--- src/rtl/end_frame_renderer_if.sv ---
// Pixel request/response channel between the VGA timing generator and the end-frame renderer.
interface end_frame_renderer_if;
  logic [9:0]  i_x;
  logic [8:0]  i_y;
  logic        i_valid;
  logic [23:0] o_rgb;
  logic        o_valid;

  modport master (output i_x, i_y, i_valid, input o_rgb, o_valid);
  modport slave  (input i_x, i_y, i_valid, output o_rgb, o_valid);
endinterface

--- src/rtl/end_frame_renderer.sv ---
// End-of-game still image: palette lookup over a winner-coloured background,
// 2-stage pixel pipeline, vsync-paced fade in/out and blinking palette entries.
//   state       | meaning
//   ST_IDLE     | output black, waiting for i_start
//   ST_FADE_IN  | level rises by one per vsync
//   ST_SHOW     | full brightness, blink timer runs
//   ST_FADE_OUT | level falls by one per vsync, o_done on reaching 0
module end_frame_renderer #(
  parameter int          HORIZONTAL   = 320,
  parameter int          VERTICAL     = 240,
  parameter int          PIXEL_BITS   = 3,
  parameter int          SCALE_SHIFT  = 1,
  parameter int          FADE_BITS    = 3,
  parameter int          BLINK_IDX    = 6,
  parameter int          BLINK_PERIOD = 30,
  parameter logic [23:0] BG_P1        = 24'h0000FF,
  parameter logic [23:0] BG_P2        = 24'hFF0000
) (
  input  logic                 i_clk,
  input  logic                 i_rst_n,
  end_frame_renderer_if.slave  pix,
  input  logic                 i_vsync_pulse,
  input  logic                 i_start,
  input  logic                 i_stop,
  input  logic                 i_is_p1_win,
  output logic                 o_busy,
  output logic                 o_done
);
  localparam int ADDR_W  = $clog2(HORIZONTAL * VERTICAL);
  localparam int LEVEL_W = FADE_BITS + 1;
  localparam int BLINK_W = $clog2(BLINK_PERIOD);
  localparam int PROD_W  = 8 + FADE_BITS + 1;
  localparam logic [LEVEL_W-1:0] FULL_LEVEL = LEVEL_W'(1 << FADE_BITS);

  // Built-in generated art so the block is usable without resource files.
  function automatic logic [PIXEL_BITS-1:0] label_at(input logic [ADDR_W-1:0] addr);
    return PIXEL_BITS'(addr ^ (addr >> 5)) ^ PIXEL_BITS'(5);
  endfunction

  function automatic logic [23:0] colour_at(input logic [PIXEL_BITS-1:0] idx);
    logic [23:0] c;
    case (int'(idx))
      1:       c = 24'hFFFFFF;
      2:       c = 24'h808080;
      4:       c = 24'h4080C0;
      5:       c = 24'hFF8040;
      6:       c = 24'hFFFF00;
      7:       c = 24'h00FF00;
      default: c = 24'h000000;
    endcase
    return c;
  endfunction

  function automatic logic [7:0] fade_ch(input logic [7:0] ch, input logic [LEVEL_W-1:0] lv);
    logic [PROD_W-1:0] prod;
    prod = PROD_W'(ch) * PROD_W'(lv);
    return 8'(prod >> FADE_BITS);
  endfunction

  typedef enum logic [1:0] {ST_IDLE, ST_FADE_IN, ST_SHOW, ST_FADE_OUT} state_t;

  state_t               state, state_n;
  logic [LEVEL_W-1:0]   level, level_n;
  logic [BLINK_W-1:0]   blink_cnt, blink_cnt_n;
  logic                 blink_phase, blink_phase_n;
  logic                 winner, winner_n;
  logic                 done_n;

  logic [9:0]            sx;
  logic [8:0]            sy;
  logic [ADDR_W-1:0]     addr;
  logic [PIXEL_BITS-1:0] idx_lookup, idx_s1;
  logic                  valid_s1;
  logic [23:0]           base, faded;

  always_comb begin
    sx         = pix.i_x >> SCALE_SHIFT;
    sy         = pix.i_y >> SCALE_SHIFT;
    addr       = ADDR_W'(32'(sy) * 32'(HORIZONTAL) + 32'(sx));
    idx_lookup = '0;
    if (int'(sx) < HORIZONTAL && int'(sy) < VERTICAL)
      idx_lookup = label_at(addr);
  end

  // Transparent entries (index 0, black palette slot, blinked-off) show the winner colour.
  always_comb begin
    base = colour_at(idx_s1);
    if (idx_s1 == '0 || base == 24'h0 || (blink_phase && int'(idx_s1) >= BLINK_IDX))
      base = winner ? BG_P1 : BG_P2;
    faded = {fade_ch(base[23:16], level), fade_ch(base[15:8], level), fade_ch(base[7:0], level)};
  end

  always_ff @(posedge i_clk or negedge i_rst_n) begin
    if (!i_rst_n) begin
      valid_s1    <= 1'b0;
      idx_s1      <= '0;
      pix.o_valid <= 1'b0;
      pix.o_rgb   <= 24'h0;
    end else begin
      valid_s1    <= pix.i_valid;
      if (pix.i_valid) idx_s1 <= idx_lookup;
      pix.o_valid <= valid_s1;
      if (valid_s1) pix.o_rgb <= faded;
    end
  end

  always_ff @(posedge i_clk or negedge i_rst_n) begin
    if (!i_rst_n) begin
      state       <= ST_IDLE;
      level       <= '0;
      blink_cnt   <= '0;
      blink_phase <= 1'b0;
      winner      <= 1'b0;
      o_done      <= 1'b0;
    end else begin
      state       <= state_n;
      level       <= level_n;
      blink_cnt   <= blink_cnt_n;
      blink_phase <= blink_phase_n;
      winner      <= winner_n;
      o_done      <= done_n;
    end
  end

  // A stop arriving with vsync takes the transition and skips that frame's level/blink step.
  always_comb begin
    state_n       = state;
    level_n       = level;
    blink_cnt_n   = blink_cnt;
    blink_phase_n = blink_phase;
    winner_n      = winner;
    done_n        = 1'b0;
    case (state)
      ST_IDLE: begin
        if (i_start) begin
          state_n  = ST_FADE_IN;
          winner_n = i_is_p1_win;
          level_n  = '0;
        end
      end
      ST_FADE_IN: begin
        if (i_stop) begin
          state_n = ST_FADE_OUT;
        end else if (i_vsync_pulse) begin
          level_n = level + 1'b1;
          if (level_n == FULL_LEVEL) begin
            state_n       = ST_SHOW;
            blink_cnt_n   = '0;
            blink_phase_n = 1'b0;
          end
        end
      end
      ST_SHOW: begin
        if (i_stop) begin
          state_n = ST_FADE_OUT;
        end else if (i_vsync_pulse) begin
          if (blink_cnt == BLINK_W'(BLINK_PERIOD - 1)) begin
            blink_cnt_n   = '0;
            blink_phase_n = ~blink_phase;
          end else begin
            blink_cnt_n = blink_cnt + 1'b1;
          end
        end
      end
      ST_FADE_OUT: begin
        if (i_vsync_pulse) begin
          if (level <= LEVEL_W'(1)) begin
            level_n       = '0;
            state_n       = ST_IDLE;
            done_n        = 1'b1;
            blink_phase_n = 1'b0;
          end else begin
            level_n = level - 1'b1;
          end
        end
      end
      default: state_n = ST_IDLE;
    endcase
  end

  assign o_busy = (state != ST_IDLE);
endmodule

--- src/flat_wrapper.sv ---
// flat-port wrapper written by rule: the top's interface ports become plain ports
module end_frame_renderer_flat 
#(
  parameter int          HORIZONTAL   = 320,
  parameter int          VERTICAL     = 240,
  parameter int          PIXEL_BITS   = 3,
  parameter int          SCALE_SHIFT  = 1,
  parameter int          FADE_BITS    = 3,
  parameter int          BLINK_IDX    = 6,
  parameter int          BLINK_PERIOD = 30,
  parameter logic [23:0] BG_P1        = 24'h0000FF,
  parameter logic [23:0] BG_P2        = 24'hFF0000
)
  (i_clk, i_rst_n, i_vsync_pulse, i_start, i_stop, i_is_p1_win, o_busy, o_done, pix_i_x, pix_i_y, pix_i_valid, pix_o_rgb, pix_o_valid);
  end_frame_renderer_if pix_i ();
  input  logic i_clk;
  input  logic i_rst_n;
  input  logic i_vsync_pulse;
  input  logic i_start;
  input  logic i_stop;
  input  logic i_is_p1_win;
  output logic o_busy;
  output logic o_done;
  input wire logic [$bits(pix_i.i_x)-1:0] pix_i_x;
  input wire logic [$bits(pix_i.i_y)-1:0] pix_i_y;
  input wire logic [$bits(pix_i.i_valid)-1:0] pix_i_valid;
  output wire logic [$bits(pix_i.o_rgb)-1:0] pix_o_rgb;
  output wire logic [$bits(pix_i.o_valid)-1:0] pix_o_valid;
  assign pix_i.i_x = pix_i_x;
  assign pix_i.i_y = pix_i_y;
  assign pix_i.i_valid = pix_i_valid;
  assign pix_o_rgb = pix_i.o_rgb;
  assign pix_o_valid = pix_i.o_valid;
  end_frame_renderer #(.HORIZONTAL(HORIZONTAL), .VERTICAL(VERTICAL), .PIXEL_BITS(PIXEL_BITS), .SCALE_SHIFT(SCALE_SHIFT), .FADE_BITS(FADE_BITS), .BLINK_IDX(BLINK_IDX), .BLINK_PERIOD(BLINK_PERIOD), .BG_P1(BG_P1), .BG_P2(BG_P2)) u_core (.i_clk(i_clk), .i_rst_n(i_rst_n), .pix(pix_i), .i_vsync_pulse(i_vsync_pulse), .i_start(i_start), .i_stop(i_stop), .i_is_p1_win(i_is_p1_win), .o_busy(o_busy), .o_done(o_done));
endmodule
--- config.mk ---
export PLATFORM = sky130hd
export DESIGN_NAME = end_frame_renderer_flat
export DESIGN_NICKNAME = d
export VERILOG_FILES = /design/src/rtl/end_frame_renderer_if.sv /design/src/rtl/end_frame_renderer.sv /design/src/flat_wrapper.sv
export SDC_FILE = /design/constraint.sdc
export NUM_CORES = 1
export LEC_CHECK = 0
export CAP_MARGIN = 30
export CORE_ASPECT_RATIO = 1.2
export CORE_UTILIZATION = 57
export DETAILED_ROUTE_END_ITERATION = 12
export PLACE_DENSITY = 0.82
export REMOVE_ABC_BUFFERS = 1
export SLEW_MARGIN = 20
export SYNTH_ARGS = -nofsm -noshare
export SYNTH_HDL_FRONTEND = slang
export SYNTH_SLANG_ARGS = --single-unit
--- constraint.sdc ---
create_clock -name i_clk -period 5.43 [get_ports i_clk]
set_input_delay 0.543 -clock i_clk [delete_from_list [all_inputs] [get_ports i_clk]]
set_output_delay 0.543 -clock i_clk [all_outputs]
set_load 0.01 [all_outputs]
==> metrics, run 1 <==
outcome finished clean; hpwl dp 6180 um; number of synthesized register bits 43; final slew viol count 0; sequential-to-total area share from yosys stat 25.7%; CTS buffer count 5; Final Worst Setup Slack 0.922 ns; clock insertion delay at the later pin of the skew report 0.30 ns; drt wl/cell 13.9 um; Slew @ Worst Pin 0.871 ns; fin crit period 4.51 ns; Yosys warning total 0; Highest Clock Rate 222 MHz; Sw Share 44.9%; post-synth cell types 66; Buffers on Ports 46; RSZ-0062 raised after global routing no; Comb power frac 66.4%; via/cell ratio 5.85; CTS tree done; Root Driver clkbuf_8; Power Internal 1.29 mW; worst rel slew slack 41.5%; worst hold path class in -> async; fin crit share 83.0%; Post-DRT Antenna Nets 0; CP Max Fanout 19; Placer Congestion 0.912; fill count 586; PostCTS Resize Cnt 0; largest net degree at the start of global routing 44; critical path arrival 4.70 ns; sequential power share 24.8%; Hold WS 0.220 ns; Setup crit end kind flop; IO Count 53; Starting Density 60.1%; Site Rows 33; vias 3376; Num Clock Sinks 43; iteration-0 DRC count of the detailed router 122; final setup skew 0.00623 ns; die width 80.3 um; H-tree Lvls 2; Fin Setup TNS 0 ns; Peak VDD IR 0.284 mV; WP data required 5.62 ns; core area 6980 sq um; initial antenna violation count 0; clk slew on worst S/H paths 0.09 ns; CTS max path bufs 2; number of synthesized flops with an enable pin 0; final-report setup violation count 0; first-pass GRT wire length 14200 um; P_sw 1.05 mW; WS Path Type reg -> reg; clock share of power 8.9%; mapped cell area 4190 sq um; FFs w/ async S/R, synth 100%; final WL 8050 um; Layout Utilization 68.4%; fin nets 583; CTS Hold Buffers Added 0; number of global-route vias before repair 3307; pre-CTS setup slack 0.924 ns; Main synth FF type dfrtp_1; cell leakage power 2.29 nW; Syn Area/Cell 9.28 sq um; overflow left after global routing 0; Die Y 96.0 um; Antenna Cells 0; Final Hold Viols 0; GR Util All Layers 23.4%; CP Launch Type flop; Die ar. 7700 sq um; DR pass1 iterations 5; Post-route DRC 0; pwr dens 489 nW/um^2; layout cells sized above 1 6.53%; Max-cap violations 0; Synth Instances 452; postcts setup bufs 0; Area growth syn-to-layout 13.8%
==> layout make-up <==
| cell class | count | area [sq um] | share of cell area (%) |
|---|---|---|---|
| Clock inverter | 2 | 12.5 | 0.262 |
| Sequential cell | 43 | 1080 | 22.5 |
| Multi-Input combinational cell | 355 | 2900 | 60.7 |
| Clock buffer | 6 | 72.6 | 1.52 |
| Inverter | 37 | 139 | 2.91 |
| Tap cell | 87 | 109 | 2.28 |
| Timing Repair Buffer | 47 | 465 | 9.75 |
==> worst paths after layout <==
path,start,endpoint,slack (ns),cells past startpoint
max,u_core.idx_s1[1]$_DFFE_PN0P_,u_core.pix.o_rgb[23]$_DFFE_PN0P_,0.92,13
min reg2reg,u_core.pix.o_rgb[0]$_DFFE_PN0P_,u_core.pix.o_rgb[0]$_DFFE_PN0P_,0.49,2
max reg2reg,u_core.idx_s1[1]$_DFFE_PN0P_,u_core.pix.o_rgb[23]$_DFFE_PN0P_,0.92,13
min in group i_clk,u_core.pix.o_rgb[0]$_DFFE_PN0P_,u_core.pix.o_rgb[0]$_DFFE_PN0P_,0.49,2
max in group asynchronous,i_rst_n,u_core.blink_cnt[4]$_DFFE_PN0P_,4.83,1
min,i_rst_n,u_core.pix.o_rgb[10]$_DFFE_PN0P_,0.22,1
==> power groups by stage <==
stage               Clock [mW]  Combinational (mW)  Sequential [mW]
detailed placement           0                1.55            0.585
finish                   0.207                1.55            0.579
floorplan                    0                1.10            0.591
global route             0.225                1.76            0.603
global placement             0                1.50            0.579
CTS                      0.216                1.56            0.580
==> flip-flops by register name, indices dropped and copies added (netlist names) <==
name,cells
u_core.pix.o_rgb,24
u_core.blink_cnt,5
u_core.level,4
u_core.idx_s1,3
u_core.state,2
u_core.blink_phase,1
u_core.o_done,1
u_core.pix.o_valid,1
u_core.valid_s1,1
u_core.winner,1
==> cells in the mapped netlist, types with 3 or more instances <==
library cell	count	area share [%]
nor2_1	21	1.9
nor3_1	3	0.36
a221o_1	3	0.72
nand2_1	38	3.4
nor2b_1	5	0.75
o221ai_1	3	0.63
nand4_1	4	0.60
ha_1	46	14
or2_2	3	0.45
nor3b_1	5	0.90
a21o_1	5	0.90
xor2_1	8	1.7
a211oi_1	3	0.54
nand3_1	9	1.1
xnor2_1	16	3.3
a21boi_0	3	0.54
nand2b_1	7	1.0
a22oi_1	3	0.54
inv_1	37	3.3
and4_1	3	0.63
clkbuf_1	11	0.98
and2_1	24	3.6
o211ai_1	4	0.72
dfrtp_1	43	26
mux2_2	16	4.3
fa_1	22	11
o22ai_1	3	0.45
and3_1	9	1.3
a21oi_1	20	2.4
o31ai_1	4	0.72
o21ai_0	23	2.7
o21a_1	5	0.90
buf_2	3	0.36
==> metal layers <==
metal  share of wire [%]  global-route usage (%)
met3                 2.9                    3.13
met4                 1.6                    7.29
met1                  45                    29.4
met2                  51                    41.7
met5                   0                       0
==> kinds of logic after synthesis <==
group,after synthesis,synth area share [%]
buffers and inverters,54,5.19
AOI/OAI and AO/OA,104,17.0
and+or+nand+nor,140,17.7
xor gates and xnor gates,24,5.01
adders and majority gates,69,24.5
DFF,43,25.7
muxes,18,4.89
==> worst max-delay path, stage by stage (launching register included) <==
cell      delay [ns]
dfrtp_1         0.57
and3_1          0.28
a221o_1         0.31
nor2_1          0.13
nand2_1         0.16
fa_1            0.60
inv_1           0.10
fa_1            0.54
fa_1            0.48
a21o_1          0.22
a221oi_1        0.50
a21o_1          0.19
nand2_1         0.05
o311ai_0        0.27
==> cell usage in the layout, fill, tap and decap left out, types with 3 or more instances in the layout <==
master           count
a211oi_1             3
a21boi_0             3
a21o_1               5
a21oi_1             20
a221o_1              3
a22oi_1              3
and2_1              24
and3_1               9
and4_1               3
clkbuf_8             5
clkdlybuf4s50_1     45
dfrtp_1             43
fa_1                22
ha_1                46
inv_1               37
mux2_2              16
nand2_1             38
nand2b_1             7
nand3_1              9
nand4_1              4
nor2_1              21
nor2b_1              5
nor3_1               3
nor3b_1              5
o211ai_1             4
o21a_1               5
o21ai_0             23
o221ai_1             3
o22ai_1              3
o31ai_1              4
or2_2                3
xnor2_1             16
xor2_1               8
==> through the flow <==
stage | area, sq um | cells | power, mW
6_report | 4770 | 577 | 2.34
5_1_grt | 4770 | 577 | 2.59
4_1_cts | 4770 | 577 | 2.36
3_5_place_dp | 4690 | 569 | 2.14
3_3_place_gp | 4690 | 569 | 2.08
2_1_floorplan | 4110 | 435 | 1.70
Power figures use the tool's default switching activity.
==> run 2: changes to the inputs <==
- CORE_UTILIZATION: 57 -> 52
- PLACE_DENSITY: 0.82 -> 0.79
- clock period: 5.43 -> 4.04 ns (I/O delays scaled with it)
==> run 2 against run 1 <==
Against the previous run: the run now ends with DRC left; register-to-register slack worse by 0.90 ns; first-iteration DRC count up 69%; setup slack got worse by 0.90 ns; clock power increased by 38%; global-route usage rose by 0.35 points; via count rose by 13%; die area grew 9.4%; sequential power is 24% higher; non-clock buffer count up 70; critical endpoint is now u_core.pix.o_rgb[6]$_DFFE_PN0P_; largest cell class unchanged.
==> metrics, run 2 (synthesis results as in run 1) <==
first-pass GRT wire length 16300 um; cell leakage power 2.67 nW; Comb power frac 74.5%; CTS max path bufs 2; Highest Clock Rate 249 MHz; clock insertion delay at the later pin of the skew report 0.31 ns; worst rel slew slack 45.1%; Num Clock Sinks 43; area occupied by multi-input gates 3120 sq um; reg-to-reg startpoint u_core.idx_s1[1]$_DFFE_PN0P_; Die Y 100 um; Post-DRT Antenna Nets 0; r2r endpoint u_core.pix.o_rgb[6]$_DFFE_PN0P_; Setup crit end kind flop; Root Driver clkbuf_8; GR Util All Layers 23.8%; vias 3806; total chip power 3.93 mW; Final Worst Setup Slack 0.0211 ns; critical path arrival 4.21 ns; Placer Congestion 0.888; DR pass1 iterations 8; CTS Hold Buffers Added 0; Area growth syn-to-layout 32.6%; WP data required 4.23 ns; fill count 551; fin crit period 4.02 ns; Sequential cell area 1080 sq um; P_sw 1.70 mW; violated checks DRC; Site Rows 35; number of global-route vias before repair 3727; Die ar. 8430 sq um; Buffers on Ports 46; final setup skew 0.0131 ns; Worst R2R Path Depth 14; overflow left after global routing 0; IO Count 53; layout cells sized above 1 25.5%; biggest regs u_core.pix.o_rgb: 24 flops, u_core.blink_cnt: 5 flops, u_core.level: 4 flops; core area 7750 sq um; Post-route DRC 2; Final Hold Viols 0; iteration-0 DRC count of the detailed router 206; Non-Filler Instances 652; largest net degree at the start of global routing 44; final-report setup violation count 0; CP Launch Type flop; fin nets 653; outcome finished with violations; fin crit share 99.5%; CP Max Fanout 6; die width 84.0 um; worst hold path class in -> async; Peak VDD IR 0.411 mV; final slew viol count 0; Starting Density 54.1%; pwr dens 707 nW/um^2; CTS tree done; Antenna Cells 0; largest reg by FF count u_core.pix.o_rgb; pre-CTS setup slack -0.214 ns; initial antenna violation count 0; final WL 10300 um; sequential power share 18.3%; Slew @ Worst Pin 0.819 ns; clk slew on worst S/H paths 0.10 ns; clock share of power 7.3%; hpwl dp 7160 um; Placed Instances 631; Sw Share 43.2%; CTS buffer count 5; via/cell ratio 5.84; commonest non-fill, non-tap cell in the layout buf_4; Max-cap violations 0; WS Path Type reg -> reg; Power Internal 2.23 mW; R2R setup slack 0.02 ns; drt wl/cell 15.8 um; most frequent cells in the layout 67 x buf_4, 45 x clkdlybuf4s50_1, 40 x dfrtp_1; H-tree Lvls 2; max reg flops 24
-- run 2: metrics by stage --
| stage | cell area, sq um | setup TNS [ns] | hold WS [ns] | util [%] |
|---|---|---|---|---|
| final | 5560 | 0 | 0.0507 | 71.7 |
| after global placement | 5120 | -0.172 | 0.469 | 66.1 |
| after global routing | 5560 | -0.327 | 0.0904 | 71.7 |
| after detailed placement | 5120 | -0.780 | 0.471 | 66.1 |
| after floorplan | 4110 | -0.109 | 0.108 | - |
| after CTS | 5280 | 0 | 0.295 | 68.1 |
-- run 2: what timing repair did --
item,CTS,global route
endpoints found under the hold margin,0,0
endpoints found under the setup margin,9,12
pin swaps,11,29
resized for setup,13,44
setup buffers,7,5
-- run 2: per-layer routing --
layer | vias up | part of all wire, % | GRT usage [%]
li1 | 1820 | - | -
met1 | 1845 | 39 | 27.6
met2 | 115 | 55 | 43.8
met3 | 26 | 3.6 | 3.04
met4 | 0 | 2.6 | 10.7
met5 | - | 0 | 0
-- run 2: worst max path at each step --
stage                                  from                          endpoint  slack [ns]  cells after the start
2_1_floorplan  u_core.idx_s1[1]$_DFFE_PN0P_  u_core.pix.o_rgb[23]$_DFFE_PN0P_       -0.08                     14
3_3_place_gp   u_core.idx_s1[1]$_DFFE_PN0P_   u_core.pix.o_rgb[7]$_DFFE_PN0P_       -0.06                     15
3_5_place_dp   u_core.idx_s1[1]$_DFFE_PN0P_   u_core.pix.o_rgb[7]$_DFFE_PN0P_       -0.21                     15
4_1_cts        u_core.idx_s1[1]$_DFFE_PN0P_   u_core.pix.o_rgb[6]$_DFFE_PN0P_      0.0005                     14
5_1_grt        u_core.idx_s1[1]$_DFFE_PN0P_   u_core.pix.o_rgb[6]$_DFFE_PN0P_       -0.06                     14
6_report       u_core.idx_s1[1]$_DFFE_PN0P_   u_core.pix.o_rgb[6]$_DFFE_PN0P_        0.02                     14
-- run 2: final cells by class --
class	count	share of cell area (%)
clock buffer	6	1.31
inverter	37	2.54
multi-input combinational	355	56.1
sequential	43	19.4
timing repair buffer	117	18.4
tap	92	2.07
clock inverter	2	0.225
-- run 2: critical path, cell delays in order (launching register included) --
cell,delay (ns)
dfrtp_2,0.47
buf_6,0.15
and4_4,0.17
a311o_1,0.37
and2_4,0.20
inv_4,0.06
fa_1,0.42
inv_2,0.14
fa_1,0.47
ha_1,0.31
and3_4,0.16
and4_1,0.20
a2111o_1,0.38
xor2_1,0.15
mux2_4,0.25
-- run 2: power groups by stage --
| stage | clock, mW | combinational [mW] | sequential (mW) |
|---|---|---|---|
| after global placement | 0 | 2.41 | 0.715 |
| after global routing | 0.307 | 3.20 | 0.742 |
| after floorplan | 0 | 1.49 | 0.794 |
| after detailed placement | 0 | 2.54 | 0.727 |
| after CTS | 0.291 | 2.63 | 0.719 |
| final | 0.286 | 2.93 | 0.718 |
==> run 3: changes to the inputs <==
- CORE_UTILIZATION: 52 -> 59
- DONT_BUFFER_PORTS: default -> 1
- PLACE_DENSITY: 0.79 -> 0.78
- REMOVE_ABC_BUFFERS: 1 -> default
==> run 3 against run 2 <==
Against the previous run: the run now ends clean; via count fell by 5.0%; clock power rose by 23%; flip-flop and latch count did not move; core utilization rose by 2.8 points; clock-buffer cell count did not move; setup slack improved by 0.038 ns; total power fell by 5.9%; maximum frequency rose by 0.95%; critical path depth rose by 1; critical endpoint unchanged.
==> metrics, run 3 (synthesis results as in run 1) <==
RSZ-0062 raised after global routing yes; Post-DRT Antenna Nets 0; Layout Utilization 74.5%; Peak VDD IR 0.444 mV; largest net degree at the start of global routing 44; hpwl dp 7170 um; clock insertion delay at the later pin of the skew report 0.30 ns; final-report setup violation count 0; Num Clock Sinks 43; Hold WS 0.134 ns; r2r endpoint u_core.pix.o_rgb[6]$_DFFE_PN0P_; fin crit period 3.98 ns; DR pass1 iterations 4; via/cell ratio 5.94; worst hold path class in -> reg; Final Hold Viols 0; layout cells sized above 1 27.4%; CTS max path bufs 2; pwr dens 724 nW/um^2; drt wl/cell 16.2 um; Die ar. 7450 sq um; Area growth syn-to-layout 21.8%; core area 6850 sq um; Setup crit start u_core.idx_s1[1]$_DFFE_PN0P_; worst rel slew slack 43.3%; Post-route DRC 0; first-pass GRT wire length 15600 um; biggest regs u_core.pix.o_rgb: 24 flops, u_core.blink_cnt: 5 flops, u_core.level: 4 flops; commonest non-fill, non-tap cell in the layout buf_4; CTS buffer count 5; Starting Density 61.2%; Site Rows 33; final WL 9820 um; CP Max Fanout 5; Max-cap violations 0; most frequent cells in the layout 72 x buf_4, 42 x ha_1, 40 x dfrtp_1; Highest Clock Rate 251 MHz; CTS tree done; outcome finished clean; number of global-route vias before repair 3615; WP data required 4.23 ns; final slew viol count 0; initial antenna violation count 0; vias 3614; IO Count 53; clk slew on worst S/H paths 0.08 ns; Antenna Cells 0; WS Path Type reg -> reg; cell leakage power 2.54 nW; Setup crit end kind flop; Root Driver clkbuf_8; reg-to-reg startpoint u_core.idx_s1[1]$_DFFE_PN0P_; Slew @ Worst Pin 0.845 ns; R2R setup slack 0.06 ns; Post-Synthesis Net Count 546; Die Y 94.3 um; crit path capture u_core.pix.o_rgb[6]$_DFFE_PN0P_; Worst R2R Path Depth 15; largest reg by FF count u_core.pix.o_rgb; GR Util All Layers 26.1%; max reg flops 24; die width 79.0 um; fin nets 614; iteration-0 DRC count of the detailed router 142; Placer Congestion 0.814; CP Launch Type flop; Buffers on Ports 0; final setup skew 0.0129 ns; fin crit share 98.5%; H-tree Lvls 2; critical path arrival 4.17 ns; overflow left after global routing 0
run 3: changes by cell type in the layout (fill, tap and decap cells not counted), sizes merged:
cell and change:
buf +5, clkdlybuf4s50 -45, dlymetal6s2s -1, clkbuf +1
bufinv +1, dlygate4sd3 +1, clkinvlp -1
run 3: power breakdown:
part	total, mW	switching [mW]	internal [mW]	leakage (nW)
combinational	2.57	1.30	1.28	1.93
sequential	0.775	0.177	0.598	0.546
clock	0.353	0.153	0.200	0.0612
run 3: what timing repair did:
item                                    4_1_cts  5_1_grt
hold endpoints to repair                     43        0
gates resized for setup                      13       38
hold buffers                                  2        0
buffers inserted                              6       12
endpoints found under the setup margin        7       12
pin swaps                                     4       29
run 3: layout make-up:
class | count | area, sq um
multi-input combinational | 355 | 3050
fill | 490 | 1750
sequential | 43 | 1080
timing repair buffer | 78 | 617
inverter | 37 | 139
tap | 87 | 109
clock buffer | 6 | 82.6
clock inverter | 2 | 35.0
run 3: how the worst min path moves through the flow:
stage,slack [ns],cells after the start,to,startpoint
finish,0.13,0,u_core.valid_s1$_DFF_PN0_,pix_i_valid
global route,0.12,0,u_core.valid_s1$_DFF_PN0_,pix_i_valid
CTS,0.13,0,u_core.valid_s1$_DFF_PN0_,pix_i_valid
detailed placement,0.11,0,u_core.pix.o_rgb[3]$_DFFE_PN0P_,i_rst_n
global placement,0.11,0,u_core.pix.o_rgb[3]$_DFFE_PN0P_,i_rst_n
floorplan,0.11,0,u_core.blink_cnt[0]$_DFFE_PN0P_,i_rst_n
run 3: critical path, cell delays in order (launching register included):
cell,delay [ns]
dfrtp_2,0.45
buf_6,0.14
nor3b_4,0.21
a311o_1,0.25
and2_4,0.19
inv_2,0.05
fa_1,0.52
fa_1,0.55
inv_1,0.05
ha_1,0.32
buf_4,0.17
a21oi_2,0.14
a21oi_1,0.08
a2111o_1,0.35
xor2_1,0.15
mux2_4,0.25
run 3: through the flow:
| stage | TNS [ns] | cell area [sq um] | setup slack (ns) | instances | power (mW) |
|---|---|---|---|---|---|
| 6_report | 0 | 5110 | 0.0589 | 608 | 3.70 |
| 3_3_place_gp | -0.0198 | 4660 | -0.0117 | 580 | 2.93 |
| 3_5_place_dp | -0.343 | 4660 | -0.0882 | 580 | 3.06 |
| 5_1_grt | -0.314 | 5110 | -0.0763 | 608 | 4.02 |
| 4_1_cts | 0 | 4900 | 0.000812 | 596 | 3.51 |
| 2_1_floorplan | 0 | 4200 | 0.0213 | 452 | 2.32 |
run 3: layer usage:
| metal | share of wire, % | GRT usage (%) | vias to the layer above | wire [um] |
|---|---|---|---|---|
| met3 | 3.3 | 4.35 | 18 | 327 |
| li1 | - | - | 1741 | - |
| met4 | 1.9 | 6.36 | 0 | 184 |
| met2 | 53 | 50.5 | 89 | 5190 |
| met5 | 0 | 0 | - | 0 |
| met1 | 42 | 29.5 | 1766 | 4110 |
